### src/rtl/fetch_pkg.sv
// Shared types and constants for the instruction fetch stage.
// The fetch FIFO stores each instruction together with the PC it was fetched from.
package fetch_pkg;

    localparam int INSTR_W = 32;
    localparam int PC_STEP = 4;

    typedef struct packed {
        logic [31:0] pc;
        logic [31:0] instr;
    } fetch_entry_t;

    // Redirect targets may carry junk in the byte-offset bits; fetch is word granular.
    function automatic logic [31:0] align_pc(input logic [31:0] pc);
        return {pc[31:2], 2'b00};
    endfunction

endpackage

### src/rtl/ifetch_queue_sync_fifo.sv
// Small synchronous FIFO with a combinational head view and a single-cycle flush.
// Pointers wrap modulo DEPTH (power of two); count distinguishes full from empty.
module sync_fifo
    import fetch_pkg::*;
#(
    parameter int  DEPTH   = 4,
    parameter type entry_t = fetch_entry_t
) (
    input  logic                     CLK,
    input  logic                     RST,
    input  logic                     push,
    input  entry_t                   push_data,
    input  logic                     pop,
    input  logic                     flush,
    output entry_t                   head,
    output logic [$clog2(DEPTH):0]   count
);

    localparam int AW = $clog2(DEPTH);
    localparam int CW = AW + 1;
    localparam int EW = $bits(entry_t);

    logic [AW-1:0]             wr_ptr_reg;
    logic [AW-1:0]             rd_ptr_reg;
    logic [CW-1:0]             count_reg;
    logic [DEPTH-1:0][EW-1:0]  slots_flat;

    // One register per slot, written only when the write pointer selects it.
    generate
        for (genvar gi = 0; gi < DEPTH; gi++) begin : g_slot
            entry_t slot_reg;

            always_ff @(posedge CLK) begin
                if (push && (wr_ptr_reg == AW'(gi))) begin
                    slot_reg <= push_data;
                end
            end

            assign slots_flat[gi] = slot_reg;
        end
    endgenerate

    always_ff @(posedge CLK) begin
        if (RST || flush) begin
            wr_ptr_reg <= '0;
            rd_ptr_reg <= '0;
            count_reg  <= '0;
        end else begin
            if (push) begin
                wr_ptr_reg <= wr_ptr_reg + AW'(1);
            end
            if (pop) begin
                rd_ptr_reg <= rd_ptr_reg + AW'(1);
            end
            case ({push, pop})
                2'b10:   count_reg <= count_reg + CW'(1);
                2'b01:   count_reg <= count_reg - CW'(1);
                default: count_reg <= count_reg;
            endcase
        end
    end

    assign head  = entry_t'(slots_flat[rd_ptr_reg]);
    assign count = count_reg;

endmodule

### src/rtl/ifetch_queue.sv
// Fetch stage: owns the fetch PC, issues credit-limited reads to a one-cycle
// instruction memory and queues {pc, instr} pairs for the decode stage.
module ifetch_queue
    import fetch_pkg::*;
#(
    parameter int          DEPTH    = 4,
    parameter logic [31:0] RESET_PC = 32'h0000_0000
) (
    input  logic                CLK,
    input  logic                RST,
    output logic                imem_en,
    output logic [29:0]         imem_addr,
    input  logic [INSTR_W-1:0]  imem_rd,
    input  logic                redirect,
    input  logic [31:0]         redirect_pc,
    output logic                out_valid,
    input  logic                out_ready,
    output logic [INSTR_W-1:0]  out_instr,
    output logic [31:0]         out_pc
);

    localparam int CW = $clog2(DEPTH) + 1;

    logic [31:0]   fpc_reg;
    logic [31:0]   inflight_pc_reg;
    logic          inflight_reg;

    logic [CW-1:0] count;
    logic [CW:0]   occupancy;
    logic          pop;
    logic          push;
    logic          issue;
    fetch_entry_t  push_entry;
    fetch_entry_t  head;

    assign out_valid = (count != '0) && !redirect && !RST;
    assign pop       = out_valid && out_ready;

    // Entries already buffered plus the one response still on its way, net of
    // this cycle's pop, must leave room for the request we are about to issue.
    assign occupancy = {1'b0, count}
                     + {{CW{1'b0}}, inflight_reg}
                     - {{CW{1'b0}}, pop};
    assign issue     = !RST && !redirect && (occupancy < (CW + 1)'(DEPTH));

    assign imem_en   = issue;
    assign imem_addr = fpc_reg[31:2];

    // A response that returns during a redirect belongs to the wrong path.
    assign push             = inflight_reg && !redirect;
    assign push_entry.pc    = inflight_pc_reg;
    assign push_entry.instr = imem_rd;

    always_ff @(posedge CLK) begin
        if (RST) begin
            fpc_reg         <= RESET_PC;
            inflight_reg    <= 1'b0;
            inflight_pc_reg <= RESET_PC;
        end else if (redirect) begin
            fpc_reg      <= align_pc(redirect_pc);
            inflight_reg <= 1'b0;
        end else if (issue) begin
            fpc_reg         <= fpc_reg + 32'(PC_STEP);
            inflight_reg    <= 1'b1;
            inflight_pc_reg <= fpc_reg;
        end else begin
            inflight_reg <= 1'b0;
        end
    end

    sync_fifo #(
        .DEPTH   (DEPTH),
        .entry_t (fetch_entry_t)
    ) u_fifo (
        .CLK       (CLK),
        .RST       (RST),
        .push      (push),
        .push_data (push_entry),
        .pop       (pop),
        .flush     (redirect),
        .head      (head),
        .count     (count)
    );

    assign out_instr = head.instr;
    assign out_pc    = head.pc;

endmodule

### config.mk
export PLATFORM = sky130hd
export DESIGN_NAME = ifetch_queue
export DESIGN_NICKNAME = d
export VERILOG_FILES = /design/src/rtl/fetch_pkg.sv /design/src/rtl/ifetch_queue_sync_fifo.sv /design/src/rtl/ifetch_queue.sv
export SDC_FILE = /design/constraint.sdc
export NUM_CORES = 1
export LEC_CHECK = 0
export ABC_CLOCK_PERIOD_IN_PS = 6600
export CAP_MARGIN = 15
export CORE_MARGIN = 5
export CORE_UTILIZATION = 58
export DETAILED_ROUTE_END_ITERATION = 8
export GPL_ROUTABILITY_DRIVEN = 0
export PLACE_DENSITY_LB_ADDON = 0.05
export SETUP_SLACK_MARGIN = 0.3
export SYNTH_ARGS = -nofsm -noshare
export SYNTH_HDL_FRONTEND = slang
export SYNTH_HIERARCHICAL = 1
export SYNTH_SLANG_ARGS = --single-unit
### constraint.sdc
create_clock -name CLK -period 6.6 [get_ports CLK]
set_input_delay 0.66 -clock CLK [delete_from_list [all_inputs] [get_ports CLK]]
set_output_delay 0.66 -clock CLK [all_outputs]
set_load 0.02 [all_outputs]
### After elaboration in Yosys (flattened, before gate mapping)

Cells that the tools add are included.

| word-level totals | value |
|---|---|
| memories | 0 |
| input port bits | 68 |
| bits in writable memories | 0 |
| latch bits | 0 |
| output and inout bits | 96 |
| word-level logic and storage cells | 55 |
| ROM bits | 0 |
| flip-flop bits (word level) | 328 |

| operators by class | value |
|---|---|
| reduce and logical (&&, ||, !) cells | 19 |
| $mul | 0 |
| magnitude comparators | 2 |
| shift operators | 0 |
| multiplexer cells | 6 |
| div/mod/pow operators | 0 |
| equality and inequality tests | 5 |
| add/subtract/negate cells | 7 |
| bitwise logic cells | 1 |

Operator list:

| cell | count |
|---|---|
| $bmux 64 s2 | 1 |
| $mux 32 | 2 |
| $mux 64 | 1 |
| $add 32x3->32 const B | 1 |
| $logic_and 1x1->1 | 10 |
| $eq 2x2->1 const B | 3 |
| $pmux 3 s2 | 1 |
| $add 2x1->2 const B | 2 |
| $add 3x1->4 | 1 |
| $eq 2x1->1 const B | 2 |
| $lt 4x3->1 const B | 1 |
| $reduce_bool 2->1 | 2 |
| $sub 4x1->4 | 1 |
| $add 3x1->3 const B | 1 |
| $lt 2x3->1 const B | 1 |
| $reduce_bool 3->1 | 1 |
| $sub 3x1->3 const B | 1 |
| $logic_not 1->1 | 2 |
| $logic_not 2->1 | 1 |
| $reduce_and 2->1 | 1 |
| $reduce_or 2->1 | 1 |
| $logic_or 1x1->1 | 1 |
| $mux 1 | 1 |
| $not 1->1 | 1 |

### Logic depth before layout (Yosys ltp)

Gate-level depths: netlist of the first run.

| depth | value |
|---|---|
| word-level depth | 9 |
| depth in mapped cells | 15 |
| mapped depth without buffers | 12 |

### Cells and area by module

The synthesis of the first run kept the hierarchy.

Modules (own cells, without submodules):

| module | sequential area each (um2) | area each (um2) | times used | cells each |
|---|---|---|---|---|
| sync_fifo | 7827.5 | 9609.2 | 1 | 373 |
| ifetch_queue | 1221.2 | 3060.4 | 1 | 371 |

### Worst setup path after synthesis of the first run

OpenSTA, ideal clock, no wires.

| timing | value |
|---|---|
| path kind | input-to-output |
| start point | input RST |
| end point | output imem_en |
| data arrival time | 3.089 ns |
| required time | 5.940 ns |
| cell stages on the path | 13 |
| buffers on the path | 3 |
| path slack | 2.851 ns |
| cells stage by stage | buf_2 nor2_1 o31a_1 and2_1 ha_1 inv_1 ha_1 and3b_1 or4_1 buf_2 and2_1 inv_2 buf_2 |

| on the way | value |
|---|---|
| longest elaborated chain between the ends | 6 |
| elaborated cells on any way between the ends | 7 |
| those cells by class | add/sub (1); order compare (1); reduce/logical (5) |

RTL lines:

| what | line | source |
|---|---|---|
| start, declared | ifetch_queue.sv:10 | `input logic RST,` |
| $logic_not 1->1 | ifetch_queue.sv:36 | `assign out_valid = (count != '0) && !redirect && !RST;` |
| $logic_and 1x1->1 | ifetch_queue.sv:36 |  |
| via out_valid | ifetch_queue.sv:16 | `output logic out_valid,` |
| $logic_and 1x1->1 | ifetch_queue.sv:37 | `assign pop = out_valid && out_ready;` |
| via pop | ifetch_queue.sv:30 | `logic pop;` |
| $sub 4x1->4 | ifetch_queue.sv:43 | `- {{CW{1'b0}}, pop};` |
| $lt 4x3->1 | ifetch_queue.sv:44 | `assign issue = !RST && !redirect && (occupancy < (CW + 1)'(DEPTH));` |
| $logic_and 1x1->1 | ifetch_queue.sv:44 |  |
| end, declared | ifetch_queue.sv:11 | `output logic imem_en,` |

The timed path passes the listed nets, and every way through them passes these cells.

### Worst setup path in the final report of the first run

| timing | value |
|---|---|
| start point | input redirect |
| end point | output imem_en |

| on the way | value |
|---|---|
| longest elaborated chain between the ends | 7 |
| elaborated cells on any way between the ends | 8 |
| those cells by class | add/sub (1); order compare (1); reduce/logical (6) |

RTL lines:

| what | line | source |
|---|---|---|
| start, declared | ifetch_queue.sv:14 | `input logic redirect,` |
| $logic_not 1->1 | ifetch_queue.sv:36 |  |
| $logic_and 1x1->1 (2 in series) | ifetch_queue.sv:36 |  |
| $logic_and 1x1->1 | ifetch_queue.sv:37 |  |
| via pop | ifetch_queue.sv:30 |  |
| $sub 4x1->4 | ifetch_queue.sv:43 |  |
| $lt 4x3->1 | ifetch_queue.sv:44 |  |
| $logic_and 1x1->1 | ifetch_queue.sv:44 |  |

The timed path passes the listed nets, and every way through them passes these cells.

==> impl_metrics.yaml, run 1 <==
yosys:
  synthXorXnorAreaFrac_pct: 1.94
  synth.most_common_cell: "edfxtp_1"
  synthArstFlopShare_pct: 0
  synth_common_cells: "256 x edfxtp_1, 78 x nand2_1, 68 x dfxtp_1"
  synth_top_area_share_pct: 60.7
  synth-seq-area-share_pct: 71.4
  synthFlopType: "edfxtp_1"
  netlist_area_um2: 12700
  netlist_instances: 744
  synth_edf_count: 256
  synthTopCellsByArea: "edfxtp_1 61%, mux4_2 11%, dfxtp_1 11%"
  synth_mux_area_share_pct: 11.7
  synth-compound-area-share_pct: 5.89
  ys_ff_latch: 324
  synth-adder-area-share_pct: 1.05
  synth-simple-area-share_pct: 5.45
  yosysTopAreaCell: "edfxtp_1"
  postSynthAreaPerCell_um2: 17.0
  yosysWarnings: 6
  synthDistinctLibCells: 50
  synth_top_family_by_area: "multiplexers"
placement:
  placed_cell_area_um2: 14500
  io_buffers: 161
  place_inst: 1153
  dp_hpwl_um: 14600
timing:
  finalCritPeriodShare_pct: 77.4
  tightest_slew_ns: 1.05
  finalSetupViolations: 0
  finalCriticalPeriod_ns: 5.11
  tns_ns: 0
  holdWs_ns: 0.493
  maxSlewViolCount: 0
  relSlewSlack_pct: 30.2
  hold_violations: 0
  max_freq_mhz: 196
  skew_ns: 0.0109
  rsz0062_at_grt: "no"
clocking:
  cts_made_buffers: 31
  htree_levels: 1
  hold_buffers: 0
  cts-root-buf: "clkbuf_16"
  clockBufferDepth: 3
  clkSinkCount: 324
  cts-resized-gates: 0
  tritoncts: "built"
  cts_setup_buffers: 0
  clk_pin_slew_ns: 0.07
  worst_skew_pair.late_latency_ns: 0.54
global_route:
  grt_pass1_vias: 7276
  grt_max_degree: 66
  grt_pass1_wl_um: 39800
  grt_usage_pct: 20.3
  overflow: 0
  antenna_found_initial: 0
routing:
  final_antenna_net_count: 0
  vias: 6955
  avgRoutedWirePerCell_um: 20.7
  viasPerCell: 5.75
  drt_pass1_iterations: 5
  route.detailed.drc: 0
  wl_um: 25000
  drt_iter0_markers: 436
layout:
  nNetsFinal: 984
  design_area_um2: 15500
  syn2layout_area_growth_pct: 22.3
  fillCellCount: 1380
  largest_reg_flops: 256
  layout-drive-gt1-share_pct: 15.0
  diodes: 0
  stdcell_count: 1209
floorplan:
  initial_core_util_pct: 58.4
  die_w_um: 158
  ios: 164
  die_h_um: 158
  num_rows: 54
  die-area_um2: 24900
  core_um2: 21700
worst_setup_path:
  worstPathArrival_ns: 4.45
  required_ns: 5.94
  crit_type: "in2out"
  startpoint_type: "input port"
  crit_path_end_kind: "output port"
  crit_fanout: 24
power_and_ir_drop:
  peakVddDrop_mv: 0.244
  power.total_mw: 4.23
  power_density_nw_per_um2: 273
  leakage_nw: 4.75
min_path:
  hp-class: "reg2reg"
run_status:
  status: "complete, no violations"
job:
  drv_cap: 0
==> stage by stage <==
| step | utilization (%) | setup slack, ns |
|---|---|---|
| 6_report | 71.5 | 1.49 |
| 5_1_grt | 71.5 | 1.24 |
| 4_1_cts | 71.5 | 1.50 |
| 3_5_place_dp | 66.8 | 1.52 |
| 3_3_place_gp | 66.8 | 1.62 |
| 2_1_floorplan | - | 2.85 |
==> placed cells by master (no fill, tap or decap), drive strengths merged, types with 2 or more instances in the layout <==
cell type / netlist / final
edfxtp: 256 / 256
clkdlybuf4s50: 0 / 160
nand2: 78 / 78
dfxtp: 68 / 68
mux4: 64 / 64
clkbuf: 22 / 37
a21oi: 36 / 36
nor2: 32 / 32
a211oi: 28 / 28
xnor2: 26 / 26
inv: 19 / 20
a2111oi: 14 / 14
nand3: 13 / 13
clkinv: 0 / 13
ha: 9 / 9
conb: 1 / 8
buf: 24 / 8
and2: 7 / 7
and4: 6 / 6
nand4: 4 / 4
a31oi: 4 / 4
bufinv: 0 / 4
o21ai: 3 / 3
nor2b: 2 / 2
or3: 2 / 2
o21bai: 2 / 2
mux2: 2 / 2
nor3: 2 / 2
a311oi: 2 / 2
mux2i: 2 / 2
xor2: 2 / 2
==> routing by layer <==
layer / track usage [%] / part of all wire, % / vias up
li1: - / - / 3213
met1: 29.6 / 43 / 3473
met2: 32.8 / 49 / 225
met3: 2.90 / 6.1 / 44
met4: 5.41 / 2.2 / 0
met5: 0 / 0 / -
==> report_power, final <==
group | total [mW] | internal (mW) | switching (mW) | leakage, nW
Clock | 1.75 | 1.04 | 0.703 | 0.498
Sequential | 2.26 | 2.23 | 0.0343 | 2.80
Combinational | 0.219 | 0.108 | 0.111 | 1.45
==> layout make-up <==
cell class | instances | area, um2 | area share (%)
inverters | 19 | 71.3 | 0.460
repair buffers | 168 | 1660 | 10.7
multi-input cells | 362 | 3340 | 21.6
clock buffers | 37 | 828 | 5.34
flip-flops and latches | 324 | 9060 | 58.4
well taps | 280 | 350 | 2.26
clock inverters | 19 | 190 | 1.23
==> critical path, cell delays in order <==
cell and delay, ns:
clkdlybuf4s50_1 0.77, nor2_1 0.33, o31a_1 0.19, and2_1 0.23, ha_1 0.19, inv_1 0.05
ha_1 0.26, and3b_1 0.20, or4_1 0.39, buf_4 0.27, and2_1 0.20, inv_2 0.07
clkdlybuf4s50_1 0.61
==> kinds of logic after synthesis <==
family	after synthesis
flops	324
simple gates	153
buf+inv	65
fa+ha+maj	10
compound gates	95
other cells	1
xor+xnor	28
mux	68
==> worst paths after layout <==
kind	cells past startpoint	slack, ns	start	to
max	13	1.49	redirect	imem_en
min	2	0.49	inflight_pc_reg[9]	inflight_pc_reg[9]
max reg2reg	13	3.03	u_fifo/count[2]	fpc_reg[5]
min reg2reg	2	0.49	inflight_pc_reg[9]	inflight_pc_reg[9]
Power figures use the tool's default switching activity.
==> run 2: changes to the inputs <==
--- a/config.mk
+++ b/config.mk
@@ -5,10 +5,10 @@
 export SDC_FILE = /design/constraint.sdc
 export NUM_CORES = 1
 export LEC_CHECK = 0
-export ABC_CLOCK_PERIOD_IN_PS = 6600
+export ABC_CLOCK_PERIOD_IN_PS = 4990
 export CAP_MARGIN = 15
 export CORE_MARGIN = 5
-export CORE_UTILIZATION = 58
+export CORE_UTILIZATION = 55
 export DETAILED_ROUTE_END_ITERATION = 8
 export GPL_ROUTABILITY_DRIVEN = 0
 export PLACE_DENSITY_LB_ADDON = 0.05
==> constraint.sdc (replaced) <==
create_clock -name CLK -period 4.99 [get_ports CLK]
set_input_delay 0.499 -clock CLK [delete_from_list [all_inputs] [get_ports CLK]]
set_output_delay 0.499 -clock CLK [all_outputs]
set_load 0.02 [all_outputs]
==> run 2 against run 1 <==
Core utilization decreased by 3.0 points. Clock skew increased by 0.0036 ns. Routed wire length is 0.52% higher. Power is 30% higher. Largest power group unchanged. Highest routed layer unchanged.
==> impl_metrics.yaml, run 2 (same netlist as run 1, synthesis figures left out) <==
run_status:
  status: "complete, no violations"
clocking:
  clk_pin_slew_ns: 0.06
  cts-resized-gates: 0
  worst_skew_pair.late_latency_ns: 0.55
  tritoncts: "built"
  cts-root-buf: "clkbuf_16"
  cts_made_buffers: 30
  clkSinkCount: 324
  hold_buffers: 0
  htree_levels: 1
  cts_setup_buffers: 0
  clockBufferDepth: 3
power_and_ir_drop:
  power.total_mw: 5.50
  peakVddDrop_mv: 0.301
  power_density_nw_per_um2: 355
  leakage_nw: 4.73
job:
  drv_cap: 0
timing:
  skew_ns: 0.0144
  holdWs_ns: 0.488
  rsz0062_at_grt: "no"
  max_freq_mhz: 244
  finalSetupViolations: 0
  finalCritPeriodShare_pct: 82.0
  maxSlewViolCount: 0
  tns_ns: 0
  relSlewSlack_pct: 31.4
  finalCriticalPeriod_ns: 4.09
  hold_violations: 0
  tightest_slew_ns: 1.03
floorplan:
  die-area_um2: 26200
  num_rows: 55
  die_h_um: 162
  die_w_um: 162
  initial_core_util_pct: 56.0
  core_um2: 22600
  ios: 164
worst_setup_path:
  worstPathCellList: "clkdlybuf4s50_1, nor2_1, o31a_1, and2_1, ha_1, inv_1, ha_1, and3b_1, or4_1, and2_1, inv_2, clkdlybuf4s50_1"
  worst-path-buf-inv: 4
  crit_fanout: 4
  crit_family: "simple AND/OR/NAND/NOR gates"
  cp_slowest_cell: "clkdlybuf4s50_1"
  startpoint_type: "input port"
  crit_path_end_kind: "output port"
  crit_type: "in2out"
  required_ns: 4.49
  max_stage_delay_ns: 0.60
  worstPathArrival_ns: 3.59
min_path:
  hp-class: "reg2reg"
routing:
  drt_iter0_markers: 424
  route.detailed.drc: 0
  viasPerCell: 5.75
  wl_um: 25100
  avgRoutedWirePerCell_um: 20.6
  vias: 6993
  final_antenna_net_count: 0
  drt_pass1_iterations: 5
layout:
  syn2layout_area_growth_pct: 22.3
  fillCellCount: 1527
  mostFrequentLayoutCell: "edfxtp_1"
  layout-drive-gt1-share_pct: 15.1
  diodes: 0
  largest_reg_flops: 256
  nNetsFinal: 985
  final_cell_mix: "256 x edfxtp_1, 160 x clkdlybuf4s50_1, 78 x nand2_1, 66 x dfxtp_1, 64 x mux4_2"
global_route:
  grt_pass1_wl_um: 40500
  grt_max_degree: 66
  antenna_found_initial: 0
  overflow: 0
  grt_pass1_vias: 7507
  grt_usage_pct: 19.3
placement:
  dp_hpwl_um: 15000
  io_buffers: 161
==> run 2: where the power goes <==
part | switching, mW | internal [mW] | total [mW]
sequential | 0.0445 | 2.95 | 2.99
clock | 0.917 | 1.30 | 2.22
combinational | 0.148 | 0.143 | 0.291
total | 1.11 | 4.39 | 5.50
==> run 2: worst paths after layout <==
kind / from / slack [ns] / depth (start not counted) / endpoint
setup / recovery: redirect / 0.90 / 12 / imem_en
hold / removal: inflight_pc_reg[30] / 0.49 / 2 / inflight_pc_reg[30]
setup reg to reg: u_fifo/count[2] / 1.64 / 11 / fpc_reg[21]
hold reg to reg: inflight_pc_reg[30] / 0.49 / 2 / inflight_pc_reg[30]
==> run 2: through the flow <==
step / utilization, % / setup slack (ns) / instances / instance area [um2]
after floorplan: - / 1.56 / 751 / 12700
after global placement: 64.1 / 1.03 / 1160 / 14500
after detailed placement: 64.1 / 0.903 / 1160 / 14500
after CTS: 68.4 / 0.876 / 1216 / 15500
after global routing: 68.4 / 0.751 / 1216 / 15500
final: 68.4 / 0.900 / 1216 / 15500
==> run 2: layout make-up <==
| cell class | count | area (um2) | share of cell area [%] |
|---|---|---|---|
| tap | 285 | 357 | 2.30 |
| inverter | 19 | 71.3 | 0.460 |
| clock buffer | 46 | 912 | 5.89 |
| sequential | 324 | 9060 | 58.5 |
| multi-input combinational | 362 | 3340 | 21.6 |
| clock inverter | 10 | 76.3 | 0.493 |
| timing repair buffer | 170 | 1670 | 10.8 |
==> run 2: worst reg2reg max path: stages (launching register included) <==
cell and delay (ns):
dfxtp_1 0.36, o31a_1 0.33, and2_1 0.22, ha_1 0.20, inv_1 0.06, ha_1 0.21, and3b_1 0.20, or4_1 0.45
buf_4 0.29, a2111oi_0 0.44, mux2_2 0.38, nor3_1 0.15
==> run 2: layer usage <==
metal	up-vias	track usage, %	part of all wire (%)
met5	-	0	0
met4	0	3.84	1.0
met3	24	3.81	6.5
met2	211	31.9	49
met1	3545	27.3	44
li1	3213	-	-
